`src/rtl/delay_sweep_sequencer_if.sv`:
```
// delay_sweep_sequencer_if: control, config and status bundle of the delay sweep sequencer
// master: drives start/abort and the sweep config, observes delay/status
// slave : the sequencer itself
interface delay_sweep_sequencer_if #(parameter int W = 16);
    logic         start;
    logic         abort;
    logic [W-1:0] del_start;
    logic [W-1:0] del_step;
    logic [W-1:0] n_points;
    logic [W-1:0] n_avg;
    logic [W-1:0] del_out;
    logic [W-1:0] point_idx;
    logic         busy;
    logic         point_done;
    logic         done;
    modport master (
        output start, abort, del_start, del_step, n_points, n_avg,
        input  del_out, point_idx, busy, point_done, done
    );
    modport slave (
        input  start, abort, del_start, del_step, n_points, n_avg,
        output del_out, point_idx, busy, point_done, done
    );
endinterface

```
`src/rtl/delay_sweep_sequencer.sv`:
```
// delay_sweep_sequencer: steps the pulse generator's channel-1 delay through a linear sweep
// clk, rst : 12 MHz clock, synchronous active-high reset
// sync_in  : asynchronous scope-trigger from the pulse generator, one falling edge per period
// bus      : slave side of delay_sweep_sequencer_if (start/abort, sweep config, delay and status)
module delay_sweep_sequencer #(
    parameter int SYNC_STAGES = 2,
    parameter int W = 16
) (
    input logic clk,
    input logic rst,
    input logic sync_in,
    delay_sweep_sequencer_if.slave bus
);
    typedef enum logic [1:0] {IDLE, ARM, RUN, FINISH} state_t;
    state_t state, state_n;
    logic [SYNC_STAGES-1:0] sync_ff;
    logic sync_prev, fall;
    logic [W-1:0] cfg_start, cfg_step, cfg_npts, cfg_navg, shots;
    logic [W-1:0] del_n, idx_n, shots_n, shots_inc, avg_target;
    logic [W:0] sum;
    logic pd_n, done_n, capture;
    assign bus.busy = (state != IDLE);
    always_ff @(posedge clk) begin
        if (rst) begin
            sync_ff        <= '0;
            sync_prev      <= 1'b0;
            fall           <= 1'b0;
            state          <= IDLE;
            bus.del_out    <= '0;
            bus.point_idx  <= '0;
            bus.point_done <= 1'b0;
            bus.done       <= 1'b0;
            shots          <= '0;
            cfg_start      <= '0;
            cfg_step       <= '0;
            cfg_npts       <= '0;
            cfg_navg       <= '0;
        end else begin
            sync_ff        <= {sync_ff[SYNC_STAGES-2:0], sync_in};
            sync_prev      <= sync_ff[SYNC_STAGES-1];
            // registered edge detect: fall lands SYNC_STAGES+1 cycles after the real edge
            fall           <= sync_prev & ~sync_ff[SYNC_STAGES-1];
            state          <= state_n;
            bus.del_out    <= del_n;
            bus.point_idx  <= idx_n;
            bus.point_done <= pd_n;
            bus.done       <= done_n;
            shots          <= shots_n;
            if (capture) begin
                cfg_start <= bus.del_start;
                cfg_step  <= bus.del_step;
                cfg_npts  <= bus.n_points;
                cfg_navg  <= bus.n_avg;
            end
        end
    end
    always_comb begin
        sum        = {1'b0, bus.del_out} + {1'b0, cfg_step};
        shots_inc  = shots + 1'b1;
        avg_target = (cfg_navg == '0) ? W'(1) : cfg_navg;
        state_n    = state;
        del_n      = bus.del_out;
        idx_n      = bus.point_idx;
        shots_n    = shots;
        pd_n       = 1'b0;
        done_n     = 1'b0;
        capture    = 1'b0;
        if (state != IDLE && bus.abort) state_n = IDLE;
        else case (state)
            IDLE: if (bus.start && !bus.abort) begin
                if (bus.n_points == '0) done_n = 1'b1;
                else begin
                    capture = 1'b1;
                    state_n = ARM;
                end
            end
            // the period already in progress at start is skipped: first fall only loads the delay
            ARM: if (fall) begin
                del_n   = cfg_start;
                idx_n   = '0;
                shots_n = '0;
                state_n = RUN;
            end
            RUN: if (fall) begin
                if (shots_inc == avg_target) begin
                    pd_n    = 1'b1;
                    shots_n = '0;
                    if (bus.point_idx == cfg_npts - 1'b1) state_n = FINISH;
                    else begin
                        idx_n = bus.point_idx + 1'b1;
                        del_n = sum[W] ? '1 : sum[W-1:0];
                    end
                end else shots_n = shots_inc;
            end
            FINISH: begin
                done_n  = 1'b1;
                state_n = IDLE;
            end
            default: state_n = IDLE;
        endcase
    end
endmodule

```
`src/flat_wrapper.sv`:
```
// flat-port wrapper written by rule: the top's interface ports become plain ports
module delay_sweep_sequencer_flat 
#(
    parameter int SYNC_STAGES = 2,
    parameter int W = 16
)
  (clk, rst, sync_in, bus_start, bus_abort, bus_del_start, bus_del_step, bus_n_points, bus_n_avg, bus_del_out, bus_point_idx, bus_busy, bus_point_done, bus_done);
  delay_sweep_sequencer_if #(.W(W)) bus_i ();
  input logic clk;
  input logic rst;
  input logic sync_in;
  input wire logic [$bits(bus_i.start)-1:0] bus_start;
  input wire logic [$bits(bus_i.abort)-1:0] bus_abort;
  input wire logic [$bits(bus_i.del_start)-1:0] bus_del_start;
  input wire logic [$bits(bus_i.del_step)-1:0] bus_del_step;
  input wire logic [$bits(bus_i.n_points)-1:0] bus_n_points;
  input wire logic [$bits(bus_i.n_avg)-1:0] bus_n_avg;
  output wire logic [$bits(bus_i.del_out)-1:0] bus_del_out;
  output wire logic [$bits(bus_i.point_idx)-1:0] bus_point_idx;
  output wire logic [$bits(bus_i.busy)-1:0] bus_busy;
  output wire logic [$bits(bus_i.point_done)-1:0] bus_point_done;
  output wire logic [$bits(bus_i.done)-1:0] bus_done;
  assign bus_i.start = bus_start;
  assign bus_i.abort = bus_abort;
  assign bus_i.del_start = bus_del_start;
  assign bus_i.del_step = bus_del_step;
  assign bus_i.n_points = bus_n_points;
  assign bus_i.n_avg = bus_n_avg;
  assign bus_del_out = bus_i.del_out;
  assign bus_point_idx = bus_i.point_idx;
  assign bus_busy = bus_i.busy;
  assign bus_point_done = bus_i.point_done;
  assign bus_done = bus_i.done;
  delay_sweep_sequencer #(.SYNC_STAGES(SYNC_STAGES), .W(W)) u_core (.clk(clk), .rst(rst), .sync_in(sync_in), .bus(bus_i));
endmodule
```
`config.mk`:
```
export PLATFORM = sky130hd
export DESIGN_NAME = delay_sweep_sequencer_flat
export DESIGN_NICKNAME = d
export VERILOG_FILES = /design/src/rtl/delay_sweep_sequencer_if.sv /design/src/rtl/delay_sweep_sequencer.sv /design/src/flat_wrapper.sv
export SDC_FILE = /design/constraint.sdc
export NUM_CORES = 1
export LEC_CHECK = 0
export CAP_MARGIN = 20
export CORE_MARGIN = 4
export CORE_UTILIZATION = 55
export DETAILED_ROUTE_END_ITERATION = 7
export PLACE_DENSITY = 0.81
export SLEW_MARGIN = 10
export SYNTH_ARGS = -nofsm -noshare
export SYNTH_HDL_FRONTEND = slang
export SYNTH_SLANG_ARGS = --single-unit
```
`constraint.sdc`:
```
create_clock -name clk -period 3.6 [get_ports clk]
set_clock_uncertainty 0.05 [all_clocks]
set_input_delay 0.9 -clock clk [delete_from_list [all_inputs] [get_ports clk]]
set_output_delay 0.9 -clock clk [all_outputs]
set_load 0.01 [all_outputs]
```
==> impl_metrics.csv <==
group,metric,value,unit
power,fin_total_pwr,4.75,mW
critical_path,r2r-start,"u_core.shots[0]",
routing,ant_nets,0,
hold_path,hp-class,"register to register",
finish,nets,1065,
synth,ys_async_sr_fraction,0,%
global_routing,grt_max_degree,74,
sta,period_needed,3.41,ns
floorplanning,io_pins,104,
power,p_sw_share,32.6,%
finish,num_antenna_cells,0,
critical_path,reg2reg_depth,10,
critical_path,startpoint_type,"register",
synth,synth_area,6760,sq um
power,seqPwrFrac,32.6,%
power,p_per_area,556,nW/um^2
sta,fin_crit_sh,94.6,%
hold_path,whs_endpoint,"u_core.fall",
clock_network,clk_path_buf_depth,2,
outcome,outcome,"complete, no violations",
critical_path,timing.critical_path.arrival,3.70,ns
critical_path,critPathMaxFanout,32,
placed_design,portBuffers,103,
clock_network,clkTransAtPathRegs,0.05,ns
flow_run,drv_cap,0,
global_routing,antenna_found_initial,0,
synth,syn_avg_cell_area,7.62,sq um
hold_path,holdPathStages,1,
finish,synthToLayoutAreaGrowth,26.4,%
critical_path,reg2reg_slack,0.19,ns
power,p_switching,1.55,mW
placed_design,gp_congestion,0.901,
synth,yosys.cell_types.count,64,
floorplanning,die_w,119,um
synth,synth_flop_cell,"dfxtp_1",
clock_network,clock-sinks,120,
global_routing,grtUsageTotal,25.8,%
clock_network,postCtsSetupRepairBufs,0,
clock_network,cts_tree,"done",
finish,stdcell_count,1130,
sta,fin_setup_tns,0,ns
critical_path,crit_type,"register to register",
floorplanning,die_y,119,um
sta,setup_violations,0,
clock_network,clk_latency,0.42,ns
global_routing,grt_pass1_wl,30.1,mm
power,p_int,3.20,mW
routing,dr.pass1.iters,5,
global_routing,grt_pass1_vias,6231,
synth,ys_seq_elements,120,
critical_path,endpoint_kind,"register",
clock_network,h-tree-depth,4,
synth,synth_seq_area_share,35.6,%
finish,layout-drive-gt1-share,7.12,%
floorplanning,fp.dieArea,14100,sq um
placed_design,dpl.hpwl,12.5,mm
synth,yosysWarnings,0,
global_routing,grt.overflow.total,0,
hold_path,hp-start,"u_core.sync_ff[1]",
sta,hold_violations,0,
synth,synth_edf_count,0,
routing,drcViolationCount,0,
critical_path,rr_endpoint,"u_core.bus.point_idx[10]",
floorplanning,start_util,56.2,%
sta,fmax,0.294,GHz
placed_design,dp_cells,1100,
routing,drt_iter0_drc,550,
critical_path,cp.required,3.89,ns
power,combPwrFrac,28.9,%
routing,routed_via_density,6.03,
floorplanning,rows,40,
clock_network,root_buffer,"clkbuf_16",
finish,fin_area,8540,sq um
placed_design,place_area,7900,sq um
synth,syn-instance-count,887,
routing,wirelength,18.8,mm
routing,wl_per_cell,16.6,um
sta,grt_setup_unrepaired,"no",
power,p_leak,3.13,nW
power,clkPwrFrac,38.6,%
floorplanning,core-area,12000,sq um
finish,final_util,71.1,%
sta,worst_slew_pin_slew,0.736,ns
sta,slew_violations,0,
clock_network,cts_inserted_buffers,17,
power,max-vdd-ir-drop,0.492,mV
synth,synth_fp_nets,980,
routing,vias,6816,
sta,max-slew-margin-rel,51.0,%
## worst max path at each step
stage,from,endpoint,slack [ns],cells after the start
after floorplan,u_core.shots[0],u_core.bus.point_idx[8],0.60,11
after global placement,u_core.shots[0],u_core.bus.point_idx[15],0.44,10
after detailed placement,u_core.shots[0],u_core.bus.point_idx[10],0.30,10
after CTS,u_core.shots[0],u_core.bus.point_idx[10],0.25,10
after global routing,u_core.shots[0],u_core.bus.point_idx[10],0.03,10
final,u_core.shots[0],u_core.bus.point_idx[10],0.19,10
## cells in the mapped netlist (2+ instances only)
cell,n,area (sq um)
a2111oi_0,2,17.5
a211oi_1,6,45.0
a21o_1,4,30.0
a21oi_1,114,571
a31o_2,3,26.3
a31oi_1,5,31.3
and2_1,3,18.8
and3_1,10,62.6
and4_1,4,35.0
buf_2,6,30.0
clkbuf_1,46,173
dfxtp_1,120,2400
ha_1,23,288
inv_1,16,60.1
mux2i_1,10,100
nand2_1,185,694
nand2b_1,8,50.1
nand3_1,17,85.1
nand3b_1,4,30.0
nand4_1,17,106
nand4b_1,3,26.3
nor2_1,37,139
nor2b_1,17,106
nor3_1,15,75.1
nor3b_1,6,45.0
nor4_1,12,75.1
o2111ai_1,11,96.3
o211a_1,2,20.0
o211ai_1,3,22.5
o21a_1,2,15.0
o21ai_0,62,310
o22ai_1,5,31.3
o41ai_1,6,52.6
or2_2,3,18.8
or3_1,22,138
or3_4,2,22.5
or3b_2,4,35.0
or4_1,3,22.5
xnor2_1,26,228
xor2_1,19,166
## cells in the final DEF (no fill, tap or decap), drive strengths merged, types with 10 or more instances in the layout
master	n
or3	24
o21ai	63
xor2	19
buf	19
clkdlybuf4s50	102
nand2	185
mux2i	10
nor2b	17
nor3	15
a21oi	114
nand3	18
xnor2	26
inv	16
o2111ai	11
nand4	18
nor4	13
nor2	37
dfxtp	120
ha	23
and3	10
clkbuf	23
## flip-flops by register name (all words and copies together) (netlist names)
register	flops
u_core.bus.done	1
u_core.sync_ff	2
u_core.cfg_step	16
u_core.cfg_start	16
u_core.state	2
u_core.cfg_navg	16
u_core.bus.point_idx	16
u_core.fall	1
u_core.bus.del_out	16
u_core.bus.point_done	1
u_core.cfg_npts	16
u_core.sync_prev	1
u_core.shots	16
## power groups by stage
stage	Combinational, mW	Clock (mW)	Sequential (mW)
after global routing	1.51	1.90	1.56
after CTS	1.36	1.84	1.54
final	1.37	1.83	1.55
after detailed placement	1.32	0	1.57
after floorplan	0.923	0	1.54
after global placement	1.30	0	1.57
## cell families (layout without fill, tap and decap cells)
kind of cell / count (synthesis) / count (layout) / synth area share [%]
AOI/OAI and AO/OA: 241 / 241 / 21.1
xor gates and xnor gates: 45 / 45 / 5.83
adders and majority gates: 24 / 24 / 4.56
buffers and inverters: 71 / 167 / 4.22
DFF: 120 / 120 / 35.6
muxes: 10 / 10 / 1.48
and+or+nand+nor: 376 / 376 / 27.3
## cell type report
| class | count | area [sq um] |
|---|---|---|
| clock buffer | 23 | 498 |
| clock inverter | 7 | 140 |
| fill | 967 | 3470 |
| inverter | 16 | 60.1 |
| multi-input combinational | 696 | 4080 |
| sequential | 120 | 2400 |
| tap | 147 | 184 |
| timing repair buffer | 121 | 1180 |
## metrics by stage
stage	hold slack, ns	worst slack (ns)
final	0.366	0.193
after floorplan	0.338	0.602
after global placement	0.353	0.435
after detailed placement	0.357	0.295
after CTS	0.369	0.249
after global routing	0.406	0.0290
## timing repair
action                     in CTS  in global routing
gates resized for setup         0                  1
hold buffers                    0                  0
setup endpoints to repair       0                  3
## worst max-delay path, stage by stage (launching register included)
cell and delay (ns):
dfxtp_1 0.45, ha_1 0.28, nand3_1 0.20, nor2_1 0.37
xnor2_1 0.17, o211ai_1 0.10, a2111o_1 0.43, or3_4 0.38
o21a_4 0.34, or3_1 0.38, a21oi_1 0.16
## per-layer routing
metal	up-vias	track usage, %	share of wire (%)
li1	3315	-	-
met1	3197	34.1	45
met2	266	41.0	46
met3	38	5.70	6.7
met4	0	10.4	2.2
met5	-	0	0
Note: power is estimated with default switching activity, not from simulation.
==> edit, RTL diff (same settings) <==
`W` is set to 16 in 3 places; all go to 32.
--- a/src/rtl/delay_sweep_sequencer_if.sv
+++ b/src/rtl/delay_sweep_sequencer_if.sv
@@ -3,3 +3,3 @@
 // slave : the sequencer itself
-interface delay_sweep_sequencer_if #(parameter int W = 16);
+interface delay_sweep_sequencer_if #(parameter int W = 32);
     logic         start;
--- a/src/rtl/delay_sweep_sequencer.sv
+++ b/src/rtl/delay_sweep_sequencer.sv
@@ -6,3 +6,3 @@
     parameter int SYNC_STAGES = 2,
-    parameter int W = 16
+    parameter int W = 32
 ) (
--- a/src/flat_wrapper.sv
+++ b/src/flat_wrapper.sv
@@ -4,3 +4,3 @@
     parameter int SYNC_STAGES = 2,
-    parameter int W = 16
+    parameter int W = 32
 )
Interface: changed (6 resized); port bits go from 104 to 200. The function was not compared with the original's and may differ.
==> edit against the unedited design <==
  * The flow now finishes with violations (negative setup slack)
  * Synthesized area grew 96%
  * Final cell count grew 100%
  * Non-clock buffer count grew 215
  * Fmax shrank 9.0%
  * Sequential share of layout area shrank 1.6 points
  * Total power grew 81%
  * Routed wire length grew 120%
  * First-iteration DRC count grew 130%
  * Synthesized cell count grew 93%
  * Count of clock-buffer cells in the layout grew 16
  * Worst setup slack lost 0.34 ns
  * Sequential cell count grew 112
  * Cell area grew 110%
==> edit: results (changes against the unedited design) <==
- Routed met1 length: 17100 microns (was 8460 microns)
- Leak pwr: 0.00651 uW (was 0.00313 uW)
- EDFF count, synth: 0 (unchanged)
- Setup violators final: 55 (was 0)
- Synth Net Count: 1883 (was 980)
- Violated checks: negative setup slack
- IO Port Bufs: 199 (was 103)
- Setup TNS: -4.44 ns (was 0 ns)
- Total CTS buffers: 26 (was 17)
- Synth cell count leaders: nand2_1, dfxtp_1, a21oi_1 (unchanged)
- Tot GR Track Use: 28.6% (was 25.8%)
- Largest net degree at the start of global routing: 67 (was 74)
- Net count, final: 2146 (was 1065)
- CTS HTree Levels: 1 (was 4)
- Post-synthesis sequential area ratio: 35.1% (was 35.6%)
- Pre-Repair DR Iteration Count: 6 (was 5)
- Synth unique cells: 79 (was 64)
- First-pass GRT wire length: 63900 microns (was 30100 microns)
- Synth top area cells: dfxtp_1, nand2_1, a21oi_1 (unchanged)
- Dpl ws: -0.0441 ns (was 0.295 ns)
- Setup ws final: -0.143 ns (was 0.193 ns)
- Peak VDD IR: 398 uV (was 492 uV)
- # fillers: 1791 (was 967)
- DR vias/cell: 5.96 (was 6.03)
- Final wirelength: 41100 microns (was 18800 microns)
- Critical-path maximum fanout: 6 (was 32)
- Max clock buf depth: 3 (was 2)
- Worst slew margin: 25.9% (was 51.0%)
- CP max stage cell: or4_4 (was dfxtp_1)
- Share of layout cells above drive strength 1: 13.8% (was 7.12%)
- DRT iter0 DRCs: 1255 (was 550)
- Run status: finished with violations (was finished clean)
- Routability cong.: 0.979 (was 0.901)
- Met2 WL: 19500 microns (was 8640 microns)
- Critical path arrival: 4.16 ns (was 3.70 ns)
- Vias in the first global route: 13100 (was 6231)
- Worst-Skew Late Latency: 0.54 ns (was 0.42 ns)
-- edit: changes by cell type in the layout (fill, tap and decap cells not counted), sizes merged, moves of 37 or more --
cell           delta
nand2           +189
buf             +113
dfxtp           +112
a21oi           +110
clkdlybuf4s50    +96
nor2             +50
xnor2            +37
-- edit: cells by family after synthesis --
group	after synthesis	synth area share [%]
xor gates and xnor gates	110	7.28
adders and majority gates	40	3.84
buffers and inverters	132	4.58
and+or+nand+nor	724	26.2
DFF	232	35.1
muxes	14	1.08
AOI/OAI and AO/OA	458	21.9
-- edit: final timing paths --
path	start	end	slack (ns)	cells past startpoint
worst max register to register	u_core.cfg_npts[17]	u_core.bus.point_idx[22]	-0.14	14
worst max-delay path	u_core.cfg_npts[17]	u_core.bus.point_idx[22]	-0.14	14
worst min-delay path	u_core.sync_ff[1]	u_core.fall	0.38	1
worst min register to register	u_core.sync_ff[1]	u_core.fall	0.38	1
-- edit: cell type report --
type,count,area (sq um),share of cell area (%)
repair buffers,336,3280,18.8
multi-input cells,1346,8220,46.9
clock inverters,4,60.1,0.343
flip-flops and latches,232,4650,26.6
well taps,319,399,2.28
clock buffers,39,779,4.45
inverters,31,116,0.664
-- edit: layer usage --
metal  GRT usage (%)  vias up
met3            5.37      103
met1            36.6     6474
li1                -     6623
met4            10.4        0
met5               0        -
met2            48.2      560
-- edit: report_power, final --
part | internal, uW | switching (uW)
logic | 1370 | 1650
registers | 2780 | 204
clock network | 1550 | 1060
total | 5700 | 2920
-- edit: what timing repair did --
| action | in CTS | in global routing |
|---|---|---|
| cloned | 0 | 7 |
| pin swaps | 0 | 54 |
| resized for setup | 5 | 73 |
| setup buffers | 3 | 13 |
| setup endpoints to repair | 38 | 95 |
-- edit: worst reg2reg max path, delay by kind of cell, from the launching register on --
family          cells  cell delay [ns]
simple gates        6             2.04
buf+inv             4             0.60
mux                 2             0.44
flops               1             0.32
compound gates      2             0.23
-- edit: per-stage QoR --
step / utilization (%) / total power (uW) / cells / instance area (sq um)
3_3_place_gp: 68.4 / 5560 / 2241 / 16100
5_1_grt: 74.4 / 9010 / 2307 / 17500
3_5_place_dp: 68.4 / 5630 / 2241 / 16100
4_1_cts: 72.2 / 8270 / 2287 / 17000
6_report: 74.4 / 8620 / 2307 / 17500
2_1_floorplan: - / 4710 / 1710 / 13200
